--- src/rtl/branch_pkg.sv ---
`default_nettype none
// ============================================================================
// Module      : branch_pkg
// Description : Shared types and constants for the branch resolver slice.
//               pred_entry_t : one in-flight static prediction
//               br_state_e   : resolver operating state
//               PC_STEP      : fall-through increment for a not-taken branch
// Revision    : 1.0 - initial release
// ============================================================================
package branch_pkg;

  typedef struct packed {
    logic        taken;
    logic [31:0] pc;
    logic [31:0] target;
  } pred_entry_t;

  typedef enum logic [0:0] {
    RUN     = 1'b0,
    RECOVER = 1'b1
  } br_state_e;

  localparam logic [31:0] PC_STEP = 32'd4;

endpackage
`default_nettype wire

--- src/rtl/pred_fifo.sv ---
`default_nettype none
// ============================================================================
// Module      : pred_fifo
// Description : DEPTH-entry synchronous FIFO of pred_entry_t with a
//               single-cycle clear. Head entry is visible combinationally.
// Ports       : clk, rst_i (async, active-high)
//               push/wdata  - write an entry (ignored when full)
//               pop         - drop the head entry (ignored when empty)
//               clear       - empty the FIFO; overrides push and pop
//               head        - oldest entry
//               count, full - occupancy
// Revision    : 1.0 - initial release
// ============================================================================
module pred_fifo
  import branch_pkg::*;
#(
  parameter int DEPTH = 4
) (
  input  logic                   clk,
  input  logic                   rst_i,
  input  logic                   push,
  input  logic                   pop,
  input  logic                   clear,
  input  pred_entry_t            wdata,
  output pred_entry_t            head,
  output logic [$clog2(DEPTH):0] count,
  output logic                   full
);

  localparam int                  c_aw   = $clog2(DEPTH);
  localparam logic [c_aw:0]       c_full = (c_aw + 1)'(DEPTH);

  pred_entry_t     r_mem [DEPTH];
  logic [c_aw-1:0] r_wr_ptr;
  logic [c_aw-1:0] r_rd_ptr;
  logic [c_aw:0]   r_count;
  logic            w_push;
  logic            w_pop;

  assign full   = (r_count == c_full);
  assign w_push = push && !full;
  assign w_pop  = pop && (r_count != '0);
  assign head   = r_mem[r_rd_ptr];
  assign count  = r_count;

  // DEPTH is a power of two, so pointers wrap by natural overflow.
  always_ff @(posedge clk or posedge rst_i) begin
    if (rst_i) begin
      r_wr_ptr <= '0;
      r_rd_ptr <= '0;
      r_count  <= '0;
    end else if (clear) begin
      r_wr_ptr <= '0;
      r_rd_ptr <= '0;
      r_count  <= '0;
    end else begin
      if (w_push) r_wr_ptr <= r_wr_ptr + 1'b1;
      if (w_pop)  r_rd_ptr <= r_rd_ptr + 1'b1;
      case ({w_push, w_pop})
        2'b10:   r_count <= r_count + 1'b1;
        2'b01:   r_count <= r_count - 1'b1;
        default: r_count <= r_count;
      endcase
    end
  end

  // Storage needs no reset: entries are only read when count says valid.
  always_ff @(posedge clk) begin
    if (w_push && !clear) r_mem[r_wr_ptr] <= wdata;
  end

endmodule
`default_nettype wire

--- src/rtl/branch_resolver.sv ---
`default_nettype none
// ============================================================================
// Module      : branch_resolver
// Description : Tracks in-flight fetch predictions and resolves them in
//               program order against execute outcomes. A mispredict flushes,
//               redirects fetch and then stalls fetch for RECOVER_CYCLES.
// Ports       : clk, rst_i (async, active-high)
//               pred_valid_i/pred_ready_o/pred_taken_i/pred_pc_i/pred_target_i
//               res_valid_i/res_taken_i/res_target_i
//               flush_o, redirect_pc_o, res_err_o, outstanding_o
//               stat_resolved_o, stat_mispred_o (BRANCH_STATS_EN only)
// Config      : `define BRANCH_STATS_EN to add saturating statistics counters.
// Revision    : 1.0 - initial release
// ============================================================================
module branch_resolver
  import branch_pkg::*;
#(
  parameter int DEPTH          = 4,
  parameter int RECOVER_CYCLES = 2
) (
  input  logic                   clk,
  input  logic                   rst_i,
  input  logic                   pred_valid_i,
  output logic                   pred_ready_o,
  input  logic                   pred_taken_i,
  input  logic [31:0]            pred_pc_i,
  input  logic [31:0]            pred_target_i,
  input  logic                   res_valid_i,
  input  logic                   res_taken_i,
  input  logic [31:0]            res_target_i,
  output logic                   flush_o,
  output logic [31:0]            redirect_pc_o,
  output logic                   res_err_o,
  output logic [$clog2(DEPTH):0] outstanding_o
`ifdef BRANCH_STATS_EN
  ,
  output logic [31:0]            stat_resolved_o,
  output logic [31:0]            stat_mispred_o
`endif
);

  localparam int            c_rw   = $clog2(RECOVER_CYCLES) + 1;
  localparam logic [c_rw-1:0] c_rload = c_rw'(RECOVER_CYCLES - 1);

  br_state_e              r_state;
  logic [c_rw-1:0]        r_rcnt;

  pred_entry_t            w_head;
  pred_entry_t            w_wdata;
  logic [$clog2(DEPTH):0] w_count;
  logic                   w_full;
  logic                   w_push;
  logic                   w_res_active;
  logic                   w_pop;
  logic                   w_mispred;
  logic [31:0]            w_correct_pc;

  assign pred_ready_o = (r_state == RUN) && !w_full;
  assign w_push       = pred_valid_i && pred_ready_o;
  assign w_wdata      = '{taken: pred_taken_i, pc: pred_pc_i, target: pred_target_i};

  // Resolves are dropped during recovery; the reset term keeps the
  // combinational pulses at 0 while reset is asserted.
  assign w_res_active = res_valid_i && (r_state == RUN) && !rst_i;
  assign w_pop        = w_res_active && (w_count != '0);
  assign res_err_o    = w_res_active && (w_count == '0);

  assign w_mispred = w_pop &&
                     ((res_taken_i != w_head.taken) ||
                      (res_taken_i && w_head.taken && (res_target_i != w_head.target)));

  assign w_correct_pc  = res_taken_i ? res_target_i : (w_head.pc + PC_STEP);
  assign flush_o       = w_mispred;
  assign redirect_pc_o = w_mispred ? w_correct_pc : 32'd0;
  assign outstanding_o = w_count;

  pred_fifo #(
    .DEPTH (DEPTH)
  ) u_fifo (
    .clk   (clk),
    .rst_i (rst_i),
    .push  (w_push),
    .pop   (w_pop),
    .clear (w_mispred),
    .wdata (w_wdata),
    .head  (w_head),
    .count (w_count),
    .full  (w_full)
  );

  // Counter is loaded with RECOVER_CYCLES-1 and RECOVER is left after the
  // cycle where it reads 0, giving exactly RECOVER_CYCLES stalled cycles.
  always_ff @(posedge clk or posedge rst_i) begin
    if (rst_i) begin
      r_state <= RUN;
      r_rcnt  <= '0;
    end else begin
      case (r_state)
        RUN: begin
          if (w_mispred) begin
            r_state <= RECOVER;
            r_rcnt  <= c_rload;
          end
        end
        RECOVER: begin
          if (r_rcnt == '0) r_state <= RUN;
          else              r_rcnt  <= r_rcnt - 1'b1;
        end
        default: r_state <= RUN;
      endcase
    end
  end

`ifdef BRANCH_STATS_EN
  logic [31:0] r_stat_resolved;
  logic [31:0] r_stat_mispred;

  always_ff @(posedge clk or posedge rst_i) begin
    if (rst_i) begin
      r_stat_resolved <= '0;
      r_stat_mispred  <= '0;
    end else begin
      if (w_pop && (r_stat_resolved != 32'hFFFF_FFFF))
        r_stat_resolved <= r_stat_resolved + 32'd1;
      if (w_mispred && (r_stat_mispred != 32'hFFFF_FFFF))
        r_stat_mispred <= r_stat_mispred + 32'd1;
    end
  end

  assign stat_resolved_o = r_stat_resolved;
  assign stat_mispred_o  = r_stat_mispred;
`endif

endmodule
`default_nettype wire
--- config.mk ---
export PLATFORM = sky130hd
export DESIGN_NAME = branch_resolver
export DESIGN_NICKNAME = d
export VERILOG_FILES = /design/src/rtl/branch_pkg.sv /design/src/rtl/pred_fifo.sv /design/src/rtl/branch_resolver.sv
export SDC_FILE = /design/constraint.sdc
export NUM_CORES = 1
export LEC_CHECK = 0
export ABC_AREA = 1
export CAP_MARGIN = 20
export CORE_MARGIN = 5
export CORE_UTILIZATION = 25
export DETAILED_ROUTE_END_ITERATION = 6
export SYNTH_ARGS = -nofsm -noshare
export SYNTH_HDL_FRONTEND = slang
export SYNTH_SLANG_ARGS = --single-unit
--- constraint.sdc ---
create_clock -name clk -period 8.2 [get_ports clk]
set_input_delay 0.82 -clock clk [delete_from_list [all_inputs] [get_ports clk]]
set_output_delay 0.82 -clock clk [all_outputs]
set_load 0.01 [all_outputs]
==> key figures <==
Logic synthesis
  • Cell taking the most area after synthesis: edfxtp_1
  • Top_reg_cell synth: edfxtp_1
  • Sequential-to-total area share from yosys stat: a little over three fifths
  • Number of flops mapped to enable cells by yosys: 260
  • Ranking of synthesized cells by area: edfxtp_1, nand2_1, nand3_1
  • Share of flip-flops with an asynchronous set or reset: around 3.7%
  • Yosys warns: 0
  • Syn_nets: between 1k and 1.5k
  • Post-Syn Area: between 0.01 and 0.015 sq mm
  • Avg Cell Area, Syn: 10.1 sq um
  • Synth cell types: 45
  • Mapped Cells: about 1.3k
  • #FFs+latches synth: 270
  • Synth cell count leaders: nand2_1, edfxtp_1, nand3_1, nor2_1, inv_1
  • Yosys top cell area share: 61.1%
  • Most frequent cell after synthesis: nand2_1

CTS
  • Clock sinks: between 200 and 300
  • CTS tree: done
  • Cts-stage hold buffer count: 0
  • H-tree levels: 1
  • Root Driver: clkbuf_16
  • CTS max path bufs: 3
  • Clock slew at reported path FFs: 0.06 ns
  • Post-CTS Resized: 0
  • Cts bufs inserted: 27
  • Post-CTS setup buffers: 0
  • Worst skew pair latency: 0.54 ns

Timing
  • Sum of negative setup slack: 0 ns
  • Final min period: 5.87 ns
  • Worst-Margin Slew: 1.05 ns
  • Final Max Slew Viols: 0
  • RSZ-0062 raised after global routing: false
  • Final worst slack: 2.33 ns
  • Period Utilization, post-route: 71.6%
  • Final setup vio count: 0
  • Max-slew headroom: approximately 30%
  • Max Fclk: 170 MHz
  • Clock Skews: about 0.012 ns
  • Final hold violations: 0

Setup path
  • CP arrival: 5.05 ns
  • Startpoint Class: register
  • Endpoint class of the critical path: output pin
  • Critical path class: register to output pin
  • CP max FO: 93
  • Capturing point of the worst reg2reg path: u_fifo.r_mem[3][11]
  • R2R Setup Slk: about 2.8 ns
  • R2r worst-path depth: 17
  • R2r startpoint: u_fifo.r_rd_ptr[0]
  • Critical Path RT: 7.38 ns

Placed design
  • IO Port Bufs: between 100 and 150
  • Detailed placement HPWL: 25.6 mm
  • Post-Place Setup Slack: 2.79 ns
  • # placed instances: roughly 2.0k
  • Final Wtd Congestion: roughly 0.90

Finish
  • Synthesis-to-layout area growth: 21.8%
  • Share of layout cells above drive strength 1: 7.97%
  • Final non-filler cell total: 2078
  • Final nets: about 1.5k

Die
  • Num rows: 82
  • Initial Util: 25.4%
  • CORE AREA: slightly above 0.05 sq mm
  • Die Wd: 236 um
  • Die H: 236 um
  • I/O pin cnt: 140
  • Die ar.: 0.0558 sq mm

Job
  • Max_cap viols: 0

Outcome
  • Status: finished clean

Detailed routing
  • Routed via count: 9207
  • Final WL: 36.6 mm
  • Routed Antenna Nets: 0
  • Vias per cell: 4.43
  • WL per Instance: roughly 18 um
  • Starting DRT DRC Count: about 670
  • Detailed Routing Iterations Pass 1: 5
  • DRC: 0

Global route
  • GR Util All Layers: between 10% and 20%
  • First-pass GRT wire length: ~55 mm
  • Vias in the first global route: between 8k and 9k
  • Pin count of the biggest net entering global routing: 94
  • Initial antenna violation count: 5
  • Overflow after GRT: 0

Min path
  • Hold wc startpoint: r_rcnt[1]
  • Hold path depth: 2
  • Hold endpoint: r_rcnt[1]
  • Hold Path Class: register to register

Pwr
  • Pwr/cell area: 324 mW/mm^2
  • Leakage: ~6 nW
  • Power Total: slightly above 5 mW
  • Max IR drop VDD: 0.168 mV
flip-flops by register name, indices dropped and copies added (netlist names):
register / flops
u_fifo.r_wr_ptr: 2
u_fifo.r_rd_ptr: 2
u_fifo.r_mem: 260
r_state: 1
r_rcnt: 2
u_fifo.count: 3
how the worst max path moves through the flow:
stage                  startpoint                   to  slack [ns]  cells after the start
2_1_floorplan  u_fifo.r_rd_ptr[0]   u_fifo.r_mem[0][0]        3.06                     14
3_3_place_gp   u_fifo.r_rd_ptr[0]  u_fifo.r_mem[3][28]        2.90                     17
3_5_place_dp   u_fifo.r_rd_ptr[0]  u_fifo.r_mem[3][28]        2.79                     17
4_1_cts        u_fifo.r_rd_ptr[0]              flush_o        2.35                     17
5_1_grt        u_fifo.r_rd_ptr[0]              flush_o        1.84                     17
6_report       u_fifo.r_rd_ptr[0]              flush_o        2.33                     17
worst max-delay path: stages (launching register included):
cell and delay, ns:
dfrtp_4 0.72, inv_6 0.59, buf_4 0.64, nand2_1 0.10, nand3_1 0.13, nand3_1 0.09
nand2_1 0.07, nand3_1 0.11, nor2_1 0.13, nand2_1 0.09, nor2_1 0.19, nand2_1 0.09
nand2_1 0.06, nand2_1 0.06, nand2_2 0.07, buf_4 0.42, inv_1 0.21, clkdlybuf4s50_1 0.54
report_power, final:
group / switching, mW / internal, mW
sequential: 0.135 / 1.79
combinational: 1.34 / 0.585
clock: 0.497 / 0.693
total: 1.97 / 3.07
metrics by stage:
stage                     instance area (sq um)  util (%)  hold slack, ns
after CTS                                 15600      30.9           0.501
final                                     15600      30.9           0.498
after global placement                    14700      29.2           0.482
after global routing                      15600      30.9           0.523
after detailed placement                  14700      29.2           0.488
after floorplan                           12800         -           0.469
cell type report:
type / count / area, sq um
clock buffer: 31 / 691
antenna: 1 / 2.50
fill: 5087 / 34800
clock inverter: 18 / 156
timing repair buffer: 149 / 1470
inverter: 101 / 384
multi-input combinational: 836 / 3970
sequential: 270 / 8060
tap: 672 / 841
cells by family after synthesis:
family / synth area share [%]
adders and majority gates: 0.842
AOI/OAI and AO/OA: 4.78
and+or+nand+nor: 23.9
xor gates and xnor gates: 1.30
DFF: 63.0
buffers and inverters: 6.15
layer usage:
metal	vias up	track usage, %	wire length (um)
li1	4487	-	-
met1	4417	17.0	16200
met3	54	3.33	2540
met4	8	2.83	808
met5	-	0	34
met2	241	20.7	17000
placed cells by master (no fill, tap or decap), types with 3 or more instances in the layout:
cell,n
a21oi_1,24
buf_4,10
bufinv_16,3
clkbuf_1,4
clkbuf_16,27
clkdlybuf4s50_1,139
clkinv_1,7
clkinv_2,8
dfrtp_1,8
edfxtp_1,260
ha_1,7
inv_1,89
inv_2,11
nand2_1,419
nand2_2,16
nand3_1,127
nand3b_1,13
nand4_1,8
nor2_1,94
nor2_2,11
nor2_4,6
nor3_1,3
o211ai_1,17
o211ai_2,5
o21ai_0,31
o21ai_1,12
xnor2_1,4
xor2_1,15
Power figures use the tool's default switching activity.
